--- config.mk ---
export PLATFORM = sky130hd
export DESIGN_NAME = bcd_scan_counter
export DESIGN_NICKNAME = d
export VERILOG_FILES = /design/src/rtl/bcd_scan_counter.sv
export SDC_FILE = /design/constraint.sdc
export NUM_CORES = 1
export LEC_CHECK = 0
export ABC_AREA = 1
export CAP_MARGIN = 20
export CORE_MARGIN = 3
export CORE_UTILIZATION = 49
export DETAILED_ROUTE_END_ITERATION = 7
export PLACE_DENSITY = 0.89
export SLEW_MARGIN = 20
export SYNTH_ARGS = -nofsm -noshare
export SYNTH_HDL_FRONTEND = slang
export SYNTH_SLANG_ARGS = --single-unit
--- constraint.sdc ---
create_clock -name clk -period 2.2 [get_ports clk]
set_input_delay 0.66 -clock clk [delete_from_list [all_inputs] [get_ports clk]]
set_output_delay 0.66 -clock clk [all_outputs]
set_load 0.05 [all_outputs]
--- src/rtl/bcd_scan_counter.sv ---
// bcd_scan_counter
//   Multi-digit BCD up/down counter with a display-scan multiplexer that
//   feeds a BCD-to-7-segment decoder.
//
// Ports
//   clk        system clock, rising edge
//   rst        synchronous active-high reset
//   en         count enable, one step per cycle
//   up         1 = increment, 0 = decrement
//   load       synchronous load of load_val (digits 10..15 clamp to 9)
//   load_val   BCD value to load, digit 0 in bits [3:0]
//   count      registered BCD count
//   carry      one-cycle pulse on wrap in either direction
//   bcd_out    digit currently being scanned
//   digit_sel  one-hot select of the scanned digit
//   blank      scanned digit is a suppressed leading zero
module bcd_scan_counter #(
   parameter int DIGITS   = 4,
   parameter int SCAN_DIV = 4,
   parameter int BLANK_LZ = 1
) (
   input  logic                  clk,
   input  logic                  rst,
   input  logic                  en,
   input  logic                  up,
   input  logic                  load,
   input  logic [4*DIGITS-1:0]   load_val,
   output logic [4*DIGITS-1:0]   count,
   output logic                  carry,
   output logic [3:0]            bcd_out,
   output logic [DIGITS-1:0]     digit_sel,
   output logic                  blank
);

   localparam int IDX_W = (DIGITS   > 1) ? $clog2(DIGITS)   : 1;
   localparam int DIV_W = (SCAN_DIV > 1) ? $clog2(SCAN_DIV) : 1;

   logic [IDX_W-1:0]    scan_idx;
   logic [DIV_W-1:0]    scan_div;

   logic [4*DIGITS-1:0] inc_val;
   logic [4*DIGITS-1:0] dec_val;
   logic [4*DIGITS-1:0] load_clamped;
   logic                inc_wrap;
   logic                dec_wrap;

   logic [DIGITS-1:0]   lz;
   logic                zero_above;

   // Ripple chains: the carry/borrow flag survives the loop only if every
   // digit rolled over, which is exactly the wrap condition.
   always_comb begin
      inc_val      = count;
      dec_val      = count;
      load_clamped = load_val;
      inc_wrap     = 1'b1;
      dec_wrap     = 1'b1;
      for (int i = 0; i < DIGITS; i++) begin
         if (inc_wrap) begin
            if (count[4*i +: 4] == 4'd9) begin
               inc_val[4*i +: 4] = 4'd0;
            end else begin
               inc_val[4*i +: 4] = count[4*i +: 4] + 4'd1;
               inc_wrap          = 1'b0;
            end
         end
         if (dec_wrap) begin
            if (count[4*i +: 4] == 4'd0) begin
               dec_val[4*i +: 4] = 4'd9;
            end else begin
               dec_val[4*i +: 4] = count[4*i +: 4] - 4'd1;
               dec_wrap          = 1'b0;
            end
         end
         if (load_val[4*i +: 4] > 4'd9) begin
            load_clamped[4*i +: 4] = 4'd9;
         end
      end
   end

   always_ff @(posedge clk) begin
      if (rst) begin
         count <= '0;
         carry <= 1'b0;
      end else if (load) begin
         count <= load_clamped;
         carry <= 1'b0;
      end else if (en) begin
         count <= up ? inc_val  : dec_val;
         carry <= up ? inc_wrap : dec_wrap;
      end else begin
         carry <= 1'b0;
      end
   end

   // Scan timing runs free of en/load so the display never stalls.
   always_ff @(posedge clk) begin
      if (rst) begin
         scan_div <= '0;
         scan_idx <= '0;
      end else if (scan_div == DIV_W'(SCAN_DIV - 1)) begin
         scan_div <= '0;
         if (scan_idx == IDX_W'(DIGITS - 1)) begin
            scan_idx <= '0;
         end else begin
            scan_idx <= scan_idx + IDX_W'(1);
         end
      end else begin
         scan_div <= scan_div + DIV_W'(1);
      end
   end

   // lz[i]: digit i and every digit above it are zero.
   always_comb begin
      lz         = '0;
      zero_above = 1'b1;
      for (int i = DIGITS - 1; i >= 0; i--) begin
         lz[i]      = zero_above && (count[4*i +: 4] == 4'd0);
         zero_above = lz[i];
      end
   end

   always_comb begin
      bcd_out   = 4'd0;
      digit_sel = '0;
      blank     = 1'b0;
      for (int i = 0; i < DIGITS; i++) begin
         if (scan_idx == IDX_W'(i)) begin
            bcd_out      = count[4*i +: 4];
            digit_sel[i] = 1'b1;
            if ((i > 0) && (BLANK_LZ != 0)) begin
               blank = lz[i];
            end
         end
      end
   end

endmodule

==> Word-level counts from Yosys, hierarchy flattened <==
Index checks and enable logic that the tools add are counted.
{ "op_classes": {"eq_ne": 11, "n_lt_le_gt_ge": 4, "mux": 48, "add_sub_neg": 10, "bitwise_logic": 1, "n_reduce_logical": 16} }
{ "ops": {"columns": ["op", "count"], "rows": [
  ["$mux 4", 22],
  ["$mux 16", 3],
  ["$mux 1", 22],
  ["$add 4x1->4 const B", 4],
  ["$eq 4x4->1 const B", 4],
  ["$gt 4x4->1 const B", 4],
  ["$logic_not 4->1", 4],
  ["$sub 4x1->4 const B", 4],
  ["$ne 3x1->1 const B", 3],
  ["$reduce_and 3->1", 3],
  ["$reduce_bool 3->1", 3],
  ["$eq 2x2->1 const B", 3],
  ["$add 2x1->2 const B", 2],
  ["$reduce_or 3->1", 1],
  ["$eq 2x1->1 const B", 1],
  ["$logic_and 1x1->1", 2],
  ["$logic_not 2->1", 1],
  ["$mux 2", 1],
  ["$reduce_bool 2->1", 1],
  ["$reduce_or 2->1", 1],
  ["$not 1->1", 1]
]} }
{ "totals": {"out_inout_bits": 26, "regBits": 21, "in_bits": 21, "word_cells": 97} }

==> Logic depth before layout (Yosys ltp) <==
Gate-level depths: netlist of run 1.
{ "depth": {"depth_word": 8, "mapped_depth": 10, "depth_no_buf": 10} }

==> Least setup slack after synthesis of run 1 <==
OpenSTA, ideal clock, no wires.
{ "synth_path": {"path_type": "reg2out", "startpoint": "register scan_idx[0]", "endpoint": "output port bcd_out[0]", "required_time_ps": 1540, "path_slack_ps": -713, "stages_incl_launch_ff": 4, "arrival_time_ps": 2253, "cell_sequence": "dfxtp_1 > ha_1 > inv_1 > o21ai_0"} }
{ "synth_via": {"elab_chain_len": 5} }
{ "synth_rtl": {"columns": ["item", "line_no", "text"], "rows": [
  ["from (decl)", "38", "logic [IDX_W-1:0] scan_idx;"],
  ["from (signal assigned)", "106", "scan_idx <= scan_idx + IDX_W'(1);"],
  ["$logic_not 2->1", "128", "if (scan_idx == IDX_W'(i)) begin"],
  ["$mux 4 (3 in a row)", "128", null],
  ["$mux 4 (*)", "128", null],
  ["to (decl)", "30", "output logic [3:0] bcd_out,"]
]} }
Every way passes the cells marked *; elsewhere a longest branch is shown, timed or not.

==> Worst setup path in the final report of run 1 <==
Same ends and word-level chain as after synthesis.

==> impl_metrics.csv, run 1 <==
group,metric,value,unit
status,status,"complete, but fails checks",
status,violations,"setup timing",
synthesis,yosysTopAreaCellShare,23.71,%
synthesis,synthFlopType,"dfxtp_1",
die,die-area,0.004376,mm²
global_route,grt_pass1_vias,2093,
setup_path,critPathRequiredTime,1540,ps
setup_path,rrSetupSlack,630,ps
route,vias,2385,
synthesis,async_reset_ff_share,0,%
synthesis,syn_nets,329,
place,placed_cells,404,
setup_path,rr_worst_depth,10,
route,drcViolationCount,0,
synthesis,synth_cells,303,
power,power.density,526.7,mW/mm²
finish,stdcell_count,419,
synthesis,syn_area_per_cell,5.851,µm²
clock_network,ctsHoldBuffers,0,
route,routed_wl,5972,µm
finish,fill_cells,269,
timing,skew,14.00,ps
timing,setup_viol,5,
die,coreArea,0.003416,mm²
finish,final_cell_mix,"75 x nand2_1, 42 x buf_4, 35 x nor2_1, 33 x inv_1, 25 x nand3_1",
clock_network,cts_max_level,1,
timing,final-max-slew-violation-count,0,
synthesis,ys_seq_elements,21,
synthesis,synth_cell_type_count,30,
finish,drive_gt1_share,25.20,%
setup_path,cp.arrival,1650,ps
synthesis,synth_area,0.001773,mm²
power,p_leak,0.001251,µW
die,pin_count,47,
setup_path,r2r-start,"count[7]",
setup_path,crit_path_start_kind,"register",
timing,worst_pin_slew,492.6,ps
timing,max-slew-margin-rel,67.06,%
clock_network,cts.clk_slew.worst_paths,130,ps
global_route,gr-usage-all-layers,26.46,%
global_route,grt-ovfl-total,0,
route,drtAntennaViolNets,0,
synthesis,yosys.area.top_type,"dfxtp_1",
finish,regArea,436.7,µm²
place,place_congestion,0.9714,
hold_path,hp-class,"reg2reg",
clock_network,clockRootBuffer,"clkbuf_4",
global_route,grt_pass1_wl,9066,µm
timing,period_minus_slack,2313,ps
hold_path,min_path_cells,1,
global_route,antenna_found_initial,0,
setup_path,cp_max_fo,6,
flow_run,drv_cap,0,
hold_path,min_from,"scan_div[0]",
synthesis,ys.warnings.count,0,
setup_path,cp-end-kind,"output pin",
die,start_util,51.90,%
power,total_power,1395,µW
finish,multi_input_area,0.001280,mm²
die,rows,21,
route,drt_first_pass_iters,7,
timing,worst_slack,-113.2,ps
finish,diodes,0,
synthesis,synth-edff-count,0,
die,die_w,66.15,µm
finish,syn_to_final_growth,49.40,%
clock_network,clock_sinks,21,
route,post_drt_wl_per_cell,14.25,µm
setup_path,worstReg2RegEnd,"count[8]",
clock_network,cts.path.max_buffers,2,
synthesis,synth.yosys.seq_area_share,23.71,%
die,die_y,66.15,µm
clock_network,clkLatencyLatePin,320,ps
setup_path,critPathKind,"reg2out",
route,first_iter_violations,348,
synthesis,synth_area_leaders,"dfxtp_1 24%, nand2_1 16%, inv_1 8.5%",
clock_network,cts_made_buffers,3,
route,avgViaCountPerCell,5.692,
clock_network,cts_tree,"yes",
timing,hold_violations,0,
hold_path,holdPathEnd,"scan_div[0]",
global_route,grt_start_max_net_pins,13,
timing,clock.fmax,432.3,MHz
timing,rsz0062_at_grt,"true",
place,dpl_worst_slack,-33.07,ps
power,ir_drop,0.3819,mV
place,hpwl,4345,µm
timing,post-route-period-util,105.1,%
finish,fin_nets,400,
place,numPortBuffers,46,
finish,layout_commonest_cell,"nand2_1",
==> through the flow <==
stage	util [%]	hold WS, ps	setup TNS, ps	instance area (µm²)
after CTS	75.75	445.2	-289.6	2587
final	77.55	444.9	-444.7	2649
after global placement	72.23	412.9	-1.627	2467
after global routing	77.55	468.6	-728.0	2649
after detailed placement	72.23	426.2	-64.01	2467
after floorplan	-	404.3	0	1856
==> critical path, stage by stage, from the launching register on <==
cell and delay [ps]:
dfxtp_4 430, inv_4 60, ha_4 160, inv_4 70
o21ai_1 70, o22ai_1 180, nand2_1 130, o21ai_4 90
buf_12 150
==> area by class of cell <==
class / instances / area share (%)
well taps: 46 / 2.173
repair buffers: 71 / 25.18
clock buffers: 3 / 0.8503
flip-flops and latches: 21 / 16.49
clock inverters: 1 / 0.1889
multi-input cells: 234 / 48.32
inverters: 43 / 6.802
==> cells by family after synthesis <==
family	count (synthesis)	synth area share (%)
buffers and inverters	48	10.59
xor gates and xnor gates	3	1.482
AOI/OAI and AO/OA	67	21.81
and+or+nand+nor	159	38.88
adders and majority gates	5	3.529
DFF	21	23.71
==> synthesized netlist by cell type, types with 2 or more instances <==
| library cell | number |
|---|---|
| nor2_1 | 37 |
| xor2_1 | 3 |
| nor2_2 | 5 |
| inv_2 | 2 |
| o21ai_0 | 25 |
| a31oi_1 | 2 |
| a21oi_1 | 21 |
| dfxtp_1 | 21 |
| nand3_1 | 25 |
| clkbuf_1 | 3 |
| nand2_2 | 3 |
| o22ai_1 | 2 |
| ha_1 | 5 |
| nand2_1 | 76 |
| inv_1 | 40 |
| o211ai_1 | 6 |
| nand4_1 | 7 |
| o21a_1 | 2 |
| a22oi_1 | 4 |
| buf_4 | 2 |
| nor3_1 | 2 |
| nor2_4 | 2 |
==> worst max-delay path by stage <==
stage	start	endpoint	slack (ps)
3_5_place_dp	load	count[6]	-30
2_1_floorplan	scan_idx[1]	bcd_out[1]	2
5_1_grt	scan_idx[0]	bcd_out[1]	-190
6_report	scan_idx[0]	bcd_out[0]	-110
3_3_place_gp	up	count[14]	-2
4_1_cts	scan_idx[0]	bcd_out[1]	-90
==> per-layer routing <==
layer | track usage [%] | up-vias | part of all wire (%) | wire length [µm]
met3 | 4.082 | 21 | 7.8 | 466
met1 | 32.07 | 1073 | 40 | 2366
li1 | - | 1147 | - | -
met5 | 0 | - | 0 | 0
met4 | 11.42 | 0 | 3.3 | 195
met2 | 45.72 | 144 | 49 | 2944
==> power breakdown <==
group | total, µW | internal [µW] | switching [µW]
Clock | 196 | 68.2 | 128
Sequential | 471 | 417 | 53.7
Combinational | 728 | 275 | 453
Total | 1390 | 760 | 635
==> registers in the layout (all words and copies together), names as in the netlist <==
register,flops
carry,1
count,16
scan_div,2
scan_idx,2
==> what timing repair did <==
item	in CTS	in global routing
pin swaps	13	6
cloned	0	0
buffers inserted	7	4
gates resized for setup	22	9
endpoints found under the setup margin	5	5
(Power assumes the default switching activity.)
==> run 2: changes to the inputs <==
--- a/config.mk
+++ b/config.mk
@@ -11,6 +11,7 @@
 export CORE_UTILIZATION = 49
 export DETAILED_ROUTE_END_ITERATION = 7
 export PLACE_DENSITY = 0.89
+export REMOVE_ABC_BUFFERS = 1
 export SLEW_MARGIN = 20
 export SYNTH_ARGS = -nofsm -noshare
 export SYNTH_HDL_FRONTEND = slang
==> run 2 against run 1 <==
Effect of this change: the flow still finishes with violations (setup timing); total power is 2.2% higher; die area did not move; wire length increased by 8.7%; sequential share of layout area decreased by 0.14 points; critical path type unchanged; core utilization down 0.22 points; largest power group unchanged; fmax decreased by 1.5%; combinational power grew 3.2%; critical path depth unchanged; clock-buffer cell count grew 1; design area fell by 0.28%; cell count stayed put; first-iteration DRC count grew 14%.
==> impl_metrics.csv, run 2 (synthesized netlist as in run 1, its figures left out) <==
group,metric,value,unit
clock_network,clockRootBuffer,"clkbuf_4",
route,vias,2492,
route,drtAntennaViolNets,0,
setup_path,cp_max_fo,6,
setup_path,cp.arrival,1690,ps
die,coreArea,0.003416,mm²
die,rows,21,
setup_path,crit_path_start_kind,"register",
timing,worst_slack,-148.2,ps
place,place_area,0.002432,mm²
finish,largest_reg_flops,16,
die,start_util,51.90,%
global_route,grt_pass1_vias,2115,
global_route,grt_start_max_net_pins,12,
setup_path,max_stage_delay,380,ps
flow_run,drv_cap,0,
timing,post-route-period-util,106.7,%
global_route,grt_pass1_wl,9577,µm
die,die_y,66.15,µm
global_route,antenna_found_initial,0,
global_route,grt-ovfl-total,0,
timing,rsz0062_at_grt,"true",
setup_path,critical_path_buf_inv_count,3,
die,die-area,0.004376,mm²
finish,drive_gt1_share,25.74,%
clock_network,cts_tree,"yes",
die,pin_count,47,
finish,diodes,0,
route,post_drt_wl_per_cell,15.49,µm
timing,max-slew-margin-rel,67.49,%
status,violations,"setup timing",
timing,clock.fmax,425.9,MHz
place,dpl_worst_slack,-36.07,ps
clock_network,cts_made_buffers,3,
finish,syn_to_final_growth,48.98,%
setup_path,crit_chain,"buf_4 > ha_4 > inv_4 > o21ai_1 > o22ai_1 > nand2_1 > o21ai_2 > buf_12",
finish,regMostFlops,"count",
route,routed_wl,6489,µm
setup_path,cp-end-kind,"output pin",
timing,period_minus_slack,2348,ps
global_route,gr-usage-all-layers,28.74,%
timing,skew,1.796,ps
place,hpwl,4367,µm
finish,layout_commonest_cell,"nand2_1",
clock_network,clock_sinks,21,
finish,fin_nets,400,
finish,fill_cells,240,
hold_path,hp-class,"reg2reg",
power,ir_drop,0.3293,mV
clock_network,clkLatencyLatePin,330,ps
status,status,"complete, but fails checks",
power,p_leak,0.001255,µW
setup_path,cpLargestDelayFamily,"flip-flops",
setup_path,slowest_stage,"dfxtp_4",
route,first_iter_violations,396,
setup_path,critPathRequiredTime,1540,ps
route,drcViolationCount,0,
clock_network,cts_max_level,1,
finish,final_cell_mix,"75 x nand2_1, 43 x buf_4, 35 x nor2_1, 34 x inv_1, 25 x nand3_1",
clock_network,cts.path.max_buffers,2,
route,avgViaCountPerCell,5.947,
die,die_w,66.15,µm
place,numPortBuffers,46,
timing,worst_pin_slew,486.2,ps
timing,final-max-slew-violation-count,0,
place,place_congestion,1.037,
route,drt_first_pass_iters,8,
timing,setup_viol,5,
finish,largestRegisters,"count (16), scan_div (2), scan_idx (2)",
clock_network,cts.clk_slew.worst_paths,130,ps
setup_path,critPathKind,"reg2out",
finish,final_area,0.002641,mm²
power,power.density,539.8,mW/mm²
timing,hold_violations,0,
## run 2: worst register-to-register path: cells and delay by family, from the launching register on
| kind | cells | cell delay [ps] |
|---|---|---|
| simple gates | 7 | 770 |
| buf+inv | 1 | 90 |
| compound gates | 1 | 260 |
| flops | 1 | 590 |
## run 2: final cells by class
cell class,instances,area (µm²),area share (%)
clock buffers,4,26.28,0.9948
inverters,43,176.4,6.679
multi-input cells,234,1276,48.32
flip-flops and latches,21,431.7,16.34
well taps,46,57.56,2.179
repair buffers,71,673.1,25.49
## run 2: path summary, 6_finish.rpt
kind	start	endpoint	slack (ps)	cells past startpoint
max	scan_idx[1]	bcd_out[0]	-150	8
min	scan_div[0]	scan_div[0]	440	1
max reg2reg	count[0]	count[12]	390	9
min reg2reg	scan_div[0]	scan_div[0]	440	1
## run 2: timing repair
action | CTS | global route
endpoints found under the setup margin | 5 | 5
resized for setup | 42 | 7
setup buffers | 5 | 1
hold buffers | 0 | 0
pin swaps | 8 | 8
gates cloned | 0 | 0
## run 2: layer usage
layer  GRT usage [%]  share of wire [%]
met1           33.88                 35
met3           4.082                 10
met5               0                  0
met2           47.83                 46
met4           19.04                8.1
## run 2: through the flow
stage	hold WS, ps	setup TNS (ps)	total power [µW]	std cells	utilization (%)
2_1_floorplan	400.3	-2922	883.2	298	-
3_3_place_gp	411.8	-11.45	1138	409	71.21
3_5_place_dp	420.8	-80.59	1147	409	71.21
4_1_cts	438.5	-160.4	1382	418	76.63
5_1_grt	453.7	-798.2	1496	419	77.33
6_report	437.5	-514.5	1426	419	77.33
## run 2: power by group
group	switching, µW	internal [µW]
Sequential	50.1	417
Combinational	475	277
Clock	136	71.2
==> run 3: changes to the inputs <==
--- a/config.mk
+++ b/config.mk
@@ -8,9 +8,9 @@
 export ABC_AREA = 1
 export CAP_MARGIN = 20
 export CORE_MARGIN = 3
-export CORE_UTILIZATION = 49
+export CORE_UTILIZATION = 53
 export DETAILED_ROUTE_END_ITERATION = 7
-export PLACE_DENSITY = 0.89
+export PLACE_DENSITY = 0.94
 export REMOVE_ABC_BUFFERS = 1
 export SLEW_MARGIN = 20
 export SYNTH_ARGS = -nofsm -noshare
==> constraint.sdc (replaced) <==
create_clock -name clk -period 3 [get_ports clk]
set_input_delay 0.9 -clock clk [delete_from_list [all_inputs] [get_ports clk]]
set_output_delay 0.9 -clock clk [all_outputs]
set_load 0.05 [all_outputs]
==> run 3 against run 2 <==
Effect of this change: the flow now finishes without violations; sequential power shrank 25%; clock skew grew 2.1 ps; highest routed layer unchanged; cell count shrank 5.3%.
==> impl_metrics.csv, run 3 (synthesized netlist as in run 1, its figures left out) <==
group,metric,value,unit
route,dr_wl_met2,2329,µm
status,status,"finished, final reports clean",
place,dpl_worst_slack,206.4,ps
hold_path,min_from,"scan_div[0]",
global_route,grt_pass1_vias,2013,
route,routed_wl,5047,µm
route,met1Wirelength,2101,µm
setup_path,r2r-start,"count[11]",
die,coreArea,0.003128,mm²
finish,syn_to_final_growth,31.33,%
flow_run,drv_cap,0,
timing,max-slew-margin-rel,63.14,%
global_route,grt-ovfl-total,0,
finish,regMostFlops,"count",
die,die-area,0.004075,mm²
place,place_area,0.002300,mm²
route,drt_first_pass_iters,6,
route,first_iter_violations,160,
finish,fin_nets,380,
route,highest_layer,"met4",
route,vias,2170,
setup_path,critPathKind,"reg2out",
global_route,grt_pass1_wl,8735,µm
clock_network,clkLatencyLatePin,310,ps
die,start_util,56.68,%
setup_path,rr_worst_depth,9,
clock_network,cts.clk_slew.worst_paths,130,ps
timing,fin_hold_ws,435.0,ps
timing,worst_slack,235.5,ps
route,post_drt_wl_per_cell,12.71,µm
timing,skew,3.872,ps
timing,worst_pin_slew,551.2,ps
power,power.density,409.8,mW/mm²
setup_path,critPathRequiredTime,2100,ps
setup_path,crit_path_start_kind,"register",
finish,drive_gt1_share,8.215,%
clock_network,cts_tree,"yes",
setup_path,cp_max_fo,8,
clock_network,cts_made_buffers,3,
finish,largest_reg_flops,16,
clock_network,ctsHoldBuffers,0,
place,hpwl,3995,µm
finish,final_area,0.002328,mm²
clock_network,clock_sinks,21,
setup_path,rrSetupSlack,1380,ps
finish,layout_commonest_cell,"nand2_1",
finish,diodes,0,
timing,clock.fmax,361.7,MHz
clock_network,cts_max_level,1,
timing,setup_viol,0,
clock_network,cts_resized,0,
clock_network,cts.path.max_buffers,2,
hold_path,hp-class,"reg2reg",
timing,period_minus_slack,2764,ps
finish,largestRegisters,"count (16), scan_div (2), scan_idx (2)",
die,pin_count,47,
timing,post-route-period-util,92.15,%
power,ir_drop,0.2619,mV
place,place_congestion,0.9991,
setup_path,worstReg2RegEnd,"count[12]",
route,drtAntennaViolNets,0,
hold_path,holdPathEnd,"scan_div[0]",
route,route.met3.wl,447,µm
timing,hold_violations,0,
timing,final-max-slew-violation-count,0,
timing,rsz0062_at_grt,"false",
power,p_leak,0.001089,µW
die,rows,20,
die,die_w,63.84,µm
place,numPortBuffers,46,
finish,final_cell_mix,"76 x nand2_1, 41 x clkdlybuf4s50_1, 39 x inv_1, 37 x nor2_1, 25 x nand3_1",
global_route,gr-usage-all-layers,25.97,%
route,avgViaCountPerCell,5.466,
route,drcViolationCount,0,
clock_network,clockRootBuffer,"clkbuf_4",
setup_path,cp-end-kind,"output pin",
setup_path,cp.arrival,1860,ps
hold_path,min_path_cells,1,
clock_network,cts_setup_buffers,0,
global_route,antenna_found_initial,0,
global_route,grt_start_max_net_pins,13,
die,die_y,63.84,µm
run 3: changes by cell type in the layout (fill, tap and decap cells not counted), sizes merged:
cell / delta
buf: -40
clkbuf: -1
clkdlybuf4s50: +20
clkinv: +1
run 3: cell type report:
class,count,area (µm²)
Multi-Input combinational cell,234,1165
Fill cell,278,799.5
Timing Repair Buffer,51,498.0
Sequential cell,21,421.7
Inverter,43,161.4
Tap cell,44,55.05
Clock buffer,3,22.52
Clock inverter,1,5.005
run 3: routing by layer:
layer  track usage (%)  vias up
li1                  -     1105
met1             32.19      927
met2             42.45      117
met3             5.800       21
met4             11.86        0
met5                 0        -
run 3: critical path: stages (launching register included):
cell	delay (ps)
dfxtp_2	390
ha_1	310
clkdlybuf4s50_1	850
run 3: worst max path at each step:
stage,end,start,slack [ps]
finish,digit_sel[3],scan_idx[0],240
global route,bcd_out[0],scan_idx[0],20
CTS,digit_sel[3],scan_idx[0],170
detailed placement,count[14],load,210
global placement,count[14],load,260
floorplan,bcd_out[0],scan_idx[0],-150
run 3: power by group:
part	leakage [µW]	total [µW]	switching, µW	internal, µW
Sequential	0.000174	349	43.1	306
Clock	0.0000177	146	96.5	49.9
Combinational	0.000897	459	296	163
run 3: stage by stage:
stage / cells / setup TNS (ps) / total power (µW) / util [%]
finish: 397 / 0 / 954.3 / 74.44
global placement: 393 / 0 / 803.6 / 73.52
CTS: 397 / 0 / 952.4 / 74.40
floorplan: 298 / -153.2 / 647.7 / -
detailed placement: 393 / 0 / 806.7 / 73.52
global route: 397 / 0 / 1014 / 74.44
